<file path="src/rtl/seg_display_mux_if.sv">
// seg_display_mux_if: game-FSM-to-display bundle; master = value/mode producer, slave = display driver
interface seg_display_mux_if #(
  parameter int DIGITS = 4
);
  logic [4*DIGITS-1:0] data;
  logic [1:0] mode;
  logic load;
  logic blinkEn;
  logic blankLZ;
  logic [2:0] brightness;
  logic [DIGITS-1:0] anodeActivate;
  logic [6:0] LED_out;
  logic frameDone;
  modport master (
    output data, mode, load, blinkEn, blankLZ, brightness,
    input anodeActivate, LED_out, frameDone
  );
  modport slave (
    input data, mode, load, blinkEn, blankLZ, brightness,
    output anodeActivate, LED_out, frameDone
  );
endinterface

</file>
<file path="src/rtl/seg_display_mux.sv">
// seg_display_mux: time-multiplexed, double-buffered common-anode 7-segment driver (hex, YES/NO, blink, leading-zero blanking)
// Ports: fastClk (rising edge), rst (asynchronous, active-high),
//   bus (seg_display_mux_if.slave): data/mode/load from the game FSM, blinkEn, blankLZ,
//   brightness; anodeActivate and LED_out (active-low, registered), frameDone (1-cycle pulse).
// Optional feature: define SEVSEG_DIM_EN to gate each slot's anode by brightness duty.
module seg_display_mux #(
  parameter int DIGITS = 4,
  parameter int REFRESH_DIV = 100000,
  parameter int BLINK_DIV = 25000000
) (
  input logic fastClk,
  input logic rst,
  seg_display_mux_if.slave bus
);
  localparam int IW = $clog2(DIGITS);
  localparam int PW = $clog2(REFRESH_DIV);
  localparam int BW = $clog2(BLINK_DIV);
  localparam logic [6:0] BLANK = 7'b1111111;
  localparam logic [6:0] HEX [16] = '{
    7'b1000000, 7'b1111001, 7'b0100100, 7'b0110000,
    7'b0011001, 7'b0010010, 7'b0000010, 7'b1111000,
    7'b0000000, 7'b0010000, 7'b0001000, 7'b0000011,
    7'b1000110, 7'b0100001, 7'b0000110, 7'b0001110
  };
  logic [PW-1:0] pre;
  logic [IW-1:0] idx;
  logic [4*DIGITS-1:0] actData, pendData;
  logic [1:0] actMode, pendMode;
  logic pendValid;
  logic [BW-1:0] blinkCnt;
  logic blinkState;
  logic preWrap, boundary, slotEn, lzBlank, lzRun;
  logic isTop, isSecond, isThird;
  logic [3:0] nib;
  logic [6:0] seg;
  assign preWrap = pre == PW'(REFRESH_DIV - 1);
  assign boundary = preWrap && idx == IW'(DIGITS - 1);
  assign isTop = idx == IW'(DIGITS - 1);
  assign isSecond = idx == IW'(DIGITS - 2);
  assign isThird = idx == IW'(DIGITS - 3);
  // Walk from the most significant digit down so lzRun means "this digit and all above are zero".
  always_comb begin
    nib = 4'h0;
    lzBlank = 1'b0;
    lzRun = 1'b1;
    for (int i = DIGITS - 1; i >= 0; i--) begin
      lzRun = lzRun & (actData[4*i +: 4] == 4'h0);
      if (idx == IW'(i)) begin
        nib = actData[4*i +: 4];
        lzBlank = lzRun & (i != 0);
      end
    end
  end
  assign seg = actMode == 2'b00 ? (bus.blankLZ && lzBlank ? BLANK : HEX[nib])
             : actMode == 2'b01 ? (isTop ? 7'b0010001 : isSecond ? 7'b0000110 : isThird ? 7'b0010010 : BLANK)
             : actMode == 2'b10 ? (isTop ? 7'b1001000 : isSecond ? 7'b1000000 : BLANK)
             : BLANK;
  // The pre==0 cycle of every slot keeps all anodes dark to hide segment switching ghosts.
`ifdef SEVSEG_DIM_EN
  assign slotEn = pre != '0 && 32'(pre) < (32'(bus.brightness) + 32'd1) * 32'(REFRESH_DIV / 8);
`else
  logic unusedBrightness;
  assign unusedBrightness = ^bus.brightness;
  assign slotEn = pre != '0;
`endif
  always_ff @(posedge fastClk or posedge rst) begin
    if (rst) begin
      pre <= '0;
      idx <= '0;
      actData <= '0;
      actMode <= 2'b11;
      pendData <= '0;
      pendMode <= 2'b11;
      pendValid <= 1'b0;
      blinkCnt <= '0;
      blinkState <= 1'b0;
      bus.anodeActivate <= '1;
      bus.LED_out <= BLANK;
      bus.frameDone <= 1'b0;
    end else begin
      pre <= preWrap ? '0 : pre + 1'b1;
      if (preWrap) idx <= isTop ? '0 : idx + 1'b1;
      // A load on the boundary edge bypasses the pending stage; otherwise pending commits at the boundary.
      if (boundary && bus.load) begin
        actData <= bus.data;
        actMode <= bus.mode;
        pendValid <= 1'b0;
      end else if (boundary && pendValid) begin
        actData <= pendData;
        actMode <= pendMode;
        pendValid <= 1'b0;
      end
      if (bus.load && !boundary) begin
        pendData <= bus.data;
        pendMode <= bus.mode;
        pendValid <= 1'b1;
      end
      if (!bus.blinkEn) begin
        blinkCnt <= '0;
        blinkState <= 1'b0;
      end else if (blinkCnt == BW'(BLINK_DIV - 1)) begin
        blinkCnt <= '0;
        blinkState <= ~blinkState;
      end else blinkCnt <= blinkCnt + 1'b1;
      // Gating with the live blinkEn lets a falling blinkEn restore the display on the very next edge.
      bus.anodeActivate <= (seg == BLANK || !slotEn || (bus.blinkEn && blinkState)) ? '1 : ~(DIGITS'(1) << idx);
      bus.LED_out <= seg;
      bus.frameDone <= boundary;
    end
  end
endmodule

</file>
<file path="src/flat_wrapper.sv">
// flat-port wrapper written by rule: the top's interface ports become plain ports
module seg_display_mux_flat 
#(
  parameter int DIGITS = 4,
  parameter int REFRESH_DIV = 100000,
  parameter int BLINK_DIV = 25000000
)
  (fastClk, rst, bus_data, bus_mode, bus_load, bus_blinkEn, bus_blankLZ, bus_brightness, bus_anodeActivate, bus_LED_out, bus_frameDone);
  seg_display_mux_if #(.DIGITS(DIGITS)) bus_i ();
  input logic fastClk;
  input logic rst;
  input wire logic [$bits(bus_i.data)-1:0] bus_data;
  input wire logic [$bits(bus_i.mode)-1:0] bus_mode;
  input wire logic [$bits(bus_i.load)-1:0] bus_load;
  input wire logic [$bits(bus_i.blinkEn)-1:0] bus_blinkEn;
  input wire logic [$bits(bus_i.blankLZ)-1:0] bus_blankLZ;
  input wire logic [$bits(bus_i.brightness)-1:0] bus_brightness;
  output wire logic [$bits(bus_i.anodeActivate)-1:0] bus_anodeActivate;
  output wire logic [$bits(bus_i.LED_out)-1:0] bus_LED_out;
  output wire logic [$bits(bus_i.frameDone)-1:0] bus_frameDone;
  assign bus_i.data = bus_data;
  assign bus_i.mode = bus_mode;
  assign bus_i.load = bus_load;
  assign bus_i.blinkEn = bus_blinkEn;
  assign bus_i.blankLZ = bus_blankLZ;
  assign bus_i.brightness = bus_brightness;
  assign bus_anodeActivate = bus_i.anodeActivate;
  assign bus_LED_out = bus_i.LED_out;
  assign bus_frameDone = bus_i.frameDone;
  seg_display_mux #(.DIGITS(DIGITS), .REFRESH_DIV(REFRESH_DIV), .BLINK_DIV(BLINK_DIV)) u_core (.fastClk(fastClk), .rst(rst), .bus(bus_i));
endmodule
</file>
<file path="config.mk">
export PLATFORM = sky130hd
export DESIGN_NAME = seg_display_mux_flat
export DESIGN_NICKNAME = d
export VERILOG_FILES = /design/src/rtl/seg_display_mux_if.sv /design/src/rtl/seg_display_mux.sv /design/src/flat_wrapper.sv
export SDC_FILE = /design/constraint.sdc
export NUM_CORES = 1
export LEC_CHECK = 0
export CORE_MARGIN = 2
export CORE_UTILIZATION = 55
export DETAILED_ROUTE_END_ITERATION = 10
export GPL_TIMING_DRIVEN = 1
export PLACE_DENSITY = 0.73
export SLEW_MARGIN = 30
export SYNTH_ARGS = -nofsm -noshare
export SYNTH_HDL_FRONTEND = slang
export SYNTH_SLANG_ARGS = --single-unit
</file>
<file path="constraint.sdc">
create_clock -name fastClk -period 10.3 [get_ports fastClk]
set_input_delay 2.06 -clock fastClk [delete_from_list [all_inputs] [get_ports fastClk]]
set_output_delay 2.06 -clock fastClk [all_outputs]
set_load 0.02 [all_outputs]
</file>
==> results of run 1 <==
cell families after synthesis:
group                    Yosys count  synth area share [%]
flip-flops                        94                  48.0
XOR/XNOR                          39                  6.91
AO/OA/AOI/OAI                     79                  11.2
multiplexers                      20                  4.56
AND/OR/NAND/NOR                  201                  22.3
adder cells (fa/ha/maj)           14                  3.54
buffers and inverters             40                  3.49
final timing paths:
check,start,to,slack (ns),cells after the start
worst max-delay path,u_core.idx[0],u_core.bus.anodeActivate[1],6.30,13
worst min-delay path,u_core.actData[0],u_core.actData[0],0.49,2
worst max register to register,u_core.idx[0],u_core.bus.anodeActivate[1],6.30,13
worst min register to register,u_core.actData[0],u_core.actData[0],0.49,2
max in group asynchronous,rst,u_core.actData[0],7.09,3
min in group asynchronous,rst,u_core.blinkState,2.13,2
through the flow:
| stage | instance area, sq um | hold slack [ns] |
|---|---|---|
| floorplan | 4940 | 0.441 |
| global placement | 5330 | 0.457 |
| detailed placement | 5330 | 0.472 |
| CTS | 5550 | 0.490 |
| global route | 5550 | 0.509 |
| finish | 5550 | 0.486 |
worst register-to-register path: cells and delay by family (launching register included):
kind	cells	cell delay, ns
AO/OA/AOI/OAI	6	1.78
adder cells (fa/ha/maj)	2	1.00
flip-flops	1	0.43
AND/OR/NAND/NOR	3	0.35
buffers and inverters	2	0.34
state kept, by name, summed over array words and instances, names as in the netlist:
name,count
u_core.actData,16
u_core.actMode,2
u_core.blinkCnt,25
u_core.blinkState,1
u_core.bus.LED_out,7
u_core.bus.anodeActivate,4
u_core.bus.frameDone,1
u_core.idx,2
u_core.pendData,16
u_core.pendMode,2
u_core.pendValid,1
u_core.pre,17
Yosys cell counts (all sizes together), types with 9 or more instances:
master / instances / area (sq um)
nand3: 19 / 95.1
nand2: 48 / 188
clkbuf: 13 / 48.8
and3b: 20 / 179
dfrtp: 79 / 1980
inv: 17 / 63.8
xnor2: 13 / 114
buf: 10 / 60.1
ha: 14 / 175
xor2: 26 / 228
a21oi: 22 / 110
and3: 12 / 75.1
nand4: 9 / 62.6
dfstp: 15 / 394
nor3: 10 / 50.1
o21ai: 24 / 135
mux2: 20 / 225
nor2: 45 / 169
power by group through the flow:
| stage | registers (mW) | logic, mW | clock network (mW) |
|---|---|---|---|
| after global routing | 0.397 | 0.0836 | 0.292 |
| final | 0.395 | 0.0751 | 0.270 |
| after detailed placement | 0.402 | 0.0753 | 0 |
| after floorplan | 0.403 | 0.0471 | 0 |
| after global placement | 0.401 | 0.0737 | 0 |
| after CTS | 0.395 | 0.0756 | 0.276 |
final cells by class:
type / instances / area (sq um) / share of cell area (%)
Clock buffer: 9 / 124 / 2.23
Clock inverter: 7 / 97.6 / 1.76
Inverter: 17 / 65.1 / 1.17
Multi-Input combinational cell: 353 / 2400 / 43.2
Sequential cell: 94 / 2370 / 42.7
Tap cell: 108 / 135 / 2.43
Timing Repair Buffer: 37 / 360 / 6.49
metal layers:
layer	vias up	track usage, %
met5	-	0
met4	0	5.48
met3	5	4.11
met2	73	30.3
met1	1729	29.5
li1	1752	-
==> impl_metrics.yaml, run 1 <==
outcome:
  status: "complete, no violations"
power:
  pwr-share-seq_pct: 53.3
  power.combinational.fraction_pct: 10.2
  switching_share_pct: 24.3
  p_sw_mw: 0.180
  power.total_mw: 0.740
  clkPwrFrac_pct: 36.5
  ir_drop_mv: 0.0931
  power_density_nw_per_um2: 133
  internal_power_mw: 0.560
  power_leakage_nw: 2.46
sta:
  slew_headroom_pct: 36.8
  worst_slew_pin_slew_ns: 0.947
  min_period_ns: 4.00
  drv_slew: 0
  rsz0062_at_grt: "false"
  setup_violations: 0
  clock_skew_ns: 0.0131
  max_clock_freq_mhz: 250
  hold_violations: 0
  fin_crit_sh_pct: 38.8
  setup_slack_ns: 6.30
  fin_tns_setup_ns: 0
cells_and_area:
  antenna_cells: 0
  final_core_util_pct: 63.7
  drive_gt1_share_pct: 12.6
  syn2layout_area_growth_pct: 12.3
  n_fill_cell: 710
  final_cell_mix: "79 x dfrtp_1, 47 x nand2_1, 45 x nor2_1, 34 x clkdlybuf4s50_1, 26 x xor2_1"
  final_nets: 552
  stdcell_count: 625
  final_common_cell: "dfrtp_1"
setup_path:
  cp-end-kind: "flip-flop"
  worstPathRequired_ns: 10.55
  max_stage_delay_ns: 0.64
  start_kind: "flip-flop"
  critPathMaxFanout: 21
  critPathBufInv: 2
  crit_type: "reg -> reg"
  arrival_ns: 4.25
  crit_chain: "inv_1, ha_1, a211oi_1, a221oi_2, inv_1, ha_1, nand2b_1, o41ai_1, a211oi_1, o31ai_1, a311oi_1, nand4_2, nand4_1"
  crit_family: "compound AO/OA/AOI/OAI gates"
  crit_slowest_cell: "ha_1"
yosys:
  synthArstFlopShare_pct: 100
  synth.avg_cell_area_sq_um: 10.1
  synthFlopType: "dfrtp_1"
  synth_edf_count: 0
  ys_types: 62
  syn_inst: 487
  yosys_warnings: 0
  synth_fp_nets: 527
  synth_seq_cells: 94
  netlist_area_sq_um: 4940
  ys_seq_area_share_pct: 48.0
placement:
  pre_cts_slack_ns: 6.10
  io_buffers: 34
  place_congestion: 0.856
  dp_cells: 608
  dp_hpwl_um: 6440
clocking:
  clock_latency_ns: 0.36
  cts_num_sinks: 94
  cts.clk_slew.worst_paths_ns: 0.09
  post_cts_resized: 0
  cts_buffer_depth: 2
  hold_buffers: 0
  numCtsBuffers: 9
  cts_tree: "yes"
  post_cts_buffers: 0
  root_buffer: "clkbuf_8"
  cts_max_level: 3
grt:
  grt_usage_pct: 20.0
  grt_antenna_before_repair: 0
  grt_pass1_wl_um: 16000
  grt_overflow: 0
  grt_max_degree: 49
  grt_pass1_vias: 3356
floorplan:
  ios: 38
  dieArea_sq_um: 9760
  rows: 34
  initial_core_util_pct: 56.7
  core_area_sq_um: 8720
  die_h_um: 98.8
  dieWidth_um: 98.8
route:
  dr.pass1.iters: 4
  wirelength_um: 9310
  avgRoutedWirePerCell_um: 14.9
  wl_met3_um: 345
  highest_layer: "met4"
  dr_total_vias: 3559
  drc: 0
  drt-initial-drc-count: 195
  wl_met1_um: 4730
  viasPerCell: 5.69
  ant_nets: 0
  met2WireLength_um: 4150
hold_path:
  hold_class: "reg -> reg"
flow_run:
  maxCapViolCount: 0
Note: power is estimated with default switching activity, not from simulation.
==> run 2: changes to the inputs <==
clock period = 3.9 ns   (was 10.3 ns; I/O delays follow)
==> run 2 against run 1 <==
Maximum frequency grew 16%. Critical endpoint is now u_core.bus.anodeActivate[2]. Clock skew shrank 0.0010 ns. Critical path type unchanged. Routed wire length grew 2.3%. Clock power grew to 2.5 times the previous value. Final cell count grew 0.64%. Clock-buffer cell count grew 3. Core utilization grew 0.37 points. Worst setup slack lost 5.9 ns. Sequential cell count is the same. Critical path depth is the same.
==> impl_metrics.yaml, run 2 (synthesis gave the netlist of run 1 again) <==
setup_path:
  worstPathRequired_ns: 4.15
  max_stage_delay_ns: 0.47
  arrival_ns: 3.71
  crit_type: "reg -> reg"
  cp-end-kind: "flip-flop"
  start_kind: "flip-flop"
  crit_chain: "inv_1, ha_1, a211oi_1, a221oi_1, inv_1, ha_1, nand2b_1, o41ai_1, a211oi_1, o31ai_1, a311oi_1, nand4_2, nand4_1"
  critPathMaxFanout: 13
  crit_slowest_cell: "o41ai_1"
route:
  avgRoutedWirePerCell_um: 15.2
  wirelength_um: 9530
  drt-initial-drc-count: 196
  viasPerCell: 5.66
  drc: 0
  ant_nets: 0
  dr_total_vias: 3560
  dr.pass1.iters: 4
sta:
  rsz0062_at_grt: "false"
  worst_slew_pin_slew_ns: 0.951
  clock_skew_ns: 0.0121
  max_clock_freq_mhz: 289
  hold_violations: 0
  fin_crit_sh_pct: 88.7
  slew_headroom_pct: 36.6
  setup_violations: 0
  min_period_ns: 3.46
  drv_slew: 0
  fin_tns_setup_ns: 0
flow_run:
  maxCapViolCount: 0
cells_and_area:
  top_register: "u_core.blinkCnt"
  final_common_cell: "dfrtp_1"
  final_nets: 556
  reg.largest.list: "u_core.blinkCnt (25), u_core.pre (17)"
  syn2layout_area_growth_pct: 13.0
  largest_reg_flops: 25
  antenna_cells: 0
  final_cell_mix: "79 x dfrtp_1, 47 x nand2_1, 45 x nor2_1, 34 x clkdlybuf4s50_1, 26 x xor2_1"
  stdcell_count: 629
  drive_gt1_share_pct: 13.1
clocking:
  cts_num_sinks: 94
  post_cts_buffers: 0
  cts_tree: "yes"
  cts_max_level: 3
  root_buffer: "clkbuf_8"
  post_cts_resized: 0
  hold_buffers: 0
  cts.clk_slew.worst_paths_ns: 0.09
  clock_latency_ns: 0.36
  numCtsBuffers: 9
  cts_buffer_depth: 2
grt:
  grt_max_degree: 50
  grt_overflow: 0
  grt_pass1_vias: 3446
  grt_antenna_before_repair: 0
  grt_pass1_wl_um: 16600
  grt_usage_pct: 20.7
power:
  power_density_nw_per_um2: 344
  power.combinational.fraction_pct: 10.5
  switching_share_pct: 24.4
  internal_power_mw: 1.45
  pwr-share-seq_pct: 54.3
  power_leakage_nw: 2.48
  clkPwrFrac_pct: 35.2
  p_sw_mw: 0.469
  ir_drop_mv: 0.225
outcome:
  status: "complete, no violations"
placement:
  place_congestion: 0.842
  dp_cells: 613
  dp_hpwl_um: 6770
  io_buffers: 34
floorplan:
  dieWidth_um: 98.8
  rows: 34
  core_area_sq_um: 8720
  dieArea_sq_um: 9760
  die_h_um: 98.8
  ios: 38
  initial_core_util_pct: 56.7
hold_path:
  hold_class: "reg -> reg"
[run 2: changes by cell type in the layout (fill, tap and decap cells not counted), sizes merged]
cell,change
clkinv,-2
clkbuf,+2
bufinv,-1
buf,+5
[run 2: worst paths after layout]
path | from | to | slack (ns) | cells after the start
max | u_core.idx[0] | u_core.bus.anodeActivate[2] | 0.44 | 13
min | u_core.pendData[5] | u_core.pendData[5] | 0.50 | 1
max reg2reg | u_core.idx[0] | u_core.bus.anodeActivate[2] | 0.44 | 13
min reg2reg | u_core.pendData[5] | u_core.pendData[5] | 0.50 | 1
max in group asynchronous | rst | u_core.pendMode[1] | 2.27 | 3
min in group asynchronous | rst | u_core.blinkState | 0.85 | 2
[run 2: metrics by stage]
stage	utilization [%]	power [mW]	setup slack, ns	area (sq um)	hold WS [ns]
final	64.0	1.92	0.443	5580	0.499
after floorplan	-	1.19	0.616	4940	0.441
after global placement	61.6	1.26	0.631	5380	0.465
after global routing	64.0	2.01	0.149	5580	0.515
after detailed placement	61.6	1.27	0.423	5380	0.483
after CTS	64.0	1.94	0.420	5580	0.500
[run 2: worst max-delay path, delay by kind of cell, from the launching register on]
kind	cells	cell delay (ns)
buffers and inverters	2	0.29
adder cells (fa/ha/maj)	2	0.76
AO/OA/AOI/OAI	6	1.54
flip-flops	1	0.43
AND/OR/NAND/NOR	3	0.32
[run 2: routing by layer]
metal  track usage (%)  up-vias  wire length, um
met5                 0        -                0
met4              5.16        0              137
met3              4.54       12              341
met2              30.8       70             4270
met1              31.0     1716             4780
li1                  -     1762                -
[run 2: power by group through the flow]
stage                     Combinational (mW)  Clock (mW)  Sequential, mW
after floorplan                        0.124           0            1.07
after global placement                 0.198           0            1.06
after detailed placement               0.203           0            1.06
after CTS                              0.204       0.691            1.04
after global routing                   0.223       0.736            1.05
final                                  0.201       0.677            1.04
[run 2: area by class of cell]
class	instances	area, sq um
well taps	108	135
repair buffers	41	405
fillers	713	3140
multi-input cells	353	2400
clock inverters	4	53.8
clock buffers	12	155
inverters	17	65.1
flip-flops and latches	94	2370
==> run 3: changes to the inputs <==
CORE_MARGIN = default   (was 2)
CORE_UTILIZATION = 30   (was 55)
PLACE_DENSITY = default   (was 0.73)
==> run 3 against run 2 <==
Sequential power barely moved. Clock power rose by 32%. First-iteration DRC count fell by 22%. Routed wire length rose by 8.4%. Critical endpoint unchanged. Highest routed layer unchanged. Worst hold slack got worse by 0.013 ns. Cell area rose by 4.2%. Sequential cell count did not move. Final cell count rose by 17%. Non-clock buffer count rose by 1.
==> impl_metrics.yaml, run 3 (synthesis gave the netlist of run 1 again) <==
cells_and_area:
  final_common_cell: "dfrtp_1"
  n_fill_cell: 1624
  largest_reg_flops: 25
  final_core_util_pct: 36.4
  multi_input_area_sq_um: 2400
  postLayoutCellArea_sq_um: 5820
  stdcell_count: 738
  regArea_sq_um: 2370
  antenna_cells: 0
  syn2layout_area_growth_pct: 17.8
  final_nets: 557
  top_register: "u_core.blinkCnt"
  reg.largest.list: "u_core.blinkCnt (25), u_core.pre (17)"
  final_cell_mix: "79 x dfrtp_1, 47 x nand2_1, 45 x nor2_1, 34 x clkdlybuf4s50_1, 26 x xor2_1"
  drive_gt1_share_pct: 13.4
clocking:
  cts.clk_slew.worst_paths_ns: 0.06
  root_buffer: "clkbuf_16"
  cts_tree: "yes"
  cts_num_sinks: 94
  cts_max_level: 3
  clock_latency_ns: 0.35
  numCtsBuffers: 9
  cts_buffer_depth: 2
  post_cts_buffers: 0
  post_cts_resized: 0
  hold_buffers: 0
sta:
  setup_slack_ns: 0.367
  hold_violations: 0
  min_period_ns: 3.53
  max_clock_freq_mhz: 283
  setup_violations: 0
  fin_crit_sh_pct: 90.6
  drv_slew: 0
  fin_tns_setup_ns: 0
  worst_slew_pin_slew_ns: 0.933
  rsz0062_at_grt: "false"
  clock_skew_ns: 0.00352
  slew_headroom_pct: 37.8
  whs_ns: 0.486
hold_path:
  hold_class: "reg -> reg"
  hp-start: "u_core.actData[0]"
floorplan:
  ios: 38
  core_area_sq_um: 16000
  die_h_um: 130
  rows: 46
  dieArea_sq_um: 17000
  initial_core_util_pct: 30.9
  dieWidth_um: 130
placement:
  io_buffers: 34
  dp_cells: 722
  dp_hpwl_um: 7430
  place_congestion: 0.772
  placed_area_sq_um: 5510
  pre_cts_slack_ns: 0.503
setup_path:
  start_kind: "flip-flop"
  crit_start: "u_core.idx[0]"
  crit_type: "reg -> reg"
  critPathMaxFanout: 13
  cp-end-kind: "flip-flop"
  r2r-start: "u_core.idx[0]"
  arrival_ns: 3.82
  worstPathRequired_ns: 4.18
grt:
  grt_max_degree: 35
  grt_usage_pct: 13.7
  grt_overflow: 0
  grt_pass1_vias: 3736
  grt_pass1_wl_um: 18200
  grt_antenna_before_repair: 0
route:
  ant_nets: 0
  drc: 0
  viasPerCell: 4.90
  avgRoutedWirePerCell_um: 14.0
  drt-initial-drc-count: 153
  dr.pass1.iters: 4
  dr_total_vias: 3613
  wirelength_um: 10300
flow_run:
  maxCapViolCount: 0
power:
  power_leakage_nw: 2.53
  power.total_mw: 2.15
  ir_drop_mv: 0.245
  power_density_nw_per_um2: 369
outcome:
  status: "complete, no violations"
-- run 3: cell count changes in the layout (fill, tap and decap cells not counted) --
cell | before | now
clkbuf_8 | 11 | 3
inv_6 | 1 | 0
clkbuf_1 | 1 | 0
clkinv_4 | 0 | 1
clkbuf_16 | 0 | 10
bufinv_16 | 1 | 0
buf_4 | 6 | 8
buf_12 | 1 | 0
-- run 3: final cells by class --
class	count	share of cell area, %
clock buffers	13	5.01
clock inverters	3	0.408
inverters	17	1.12
multi-input cells	353	41.2
flip-flops and latches	94	40.7
well taps	216	4.64
repair buffers	42	6.88
-- run 3: worst paths after layout --
path                                                to  slack [ns]  cells past startpoint
min in group asynchronous           u_core.pendData[9]        0.79                      2
hold reg to reg                      u_core.actData[0]        0.49                      2
max in group asynchronous           u_core.pendMode[1]        2.28                      3
setup reg to reg           u_core.bus.anodeActivate[2]        0.37                     12
hold / removal                       u_core.actData[0]        0.49                      2
setup / recovery           u_core.bus.anodeActivate[2]        0.37                     12
-- run 3: layer usage --
layer	GRT usage [%]	routed length, um	vias to the layer above
li1	-	-	1774
met1	17.7	4990	1779
met2	22.2	4850	47
met3	3.03	319	13
met4	5.34	180	0
met5	0	0	-
-- run 3: power breakdown --
group	internal, mW	leakage, nW	switching, mW
Clock	0.524	0.149	0.372
Combinational	0.0967	1.19	0.108
Sequential	1.02	1.19	0.0231
-- run 3: critical path: stages (launching register included) --
cell	delay [ns]
dfrtp_1	0.41
inv_1	0.13
ha_1	0.43
a211oi_1	0.13
a221oi_1	0.44
inv_1	0.16
ha_1	0.33
nand2b_1	0.06
o41ai_1	0.55
nand2_1	0.12
a311oi_1	0.36
nand4_2	0.20
nand4_1	0.14
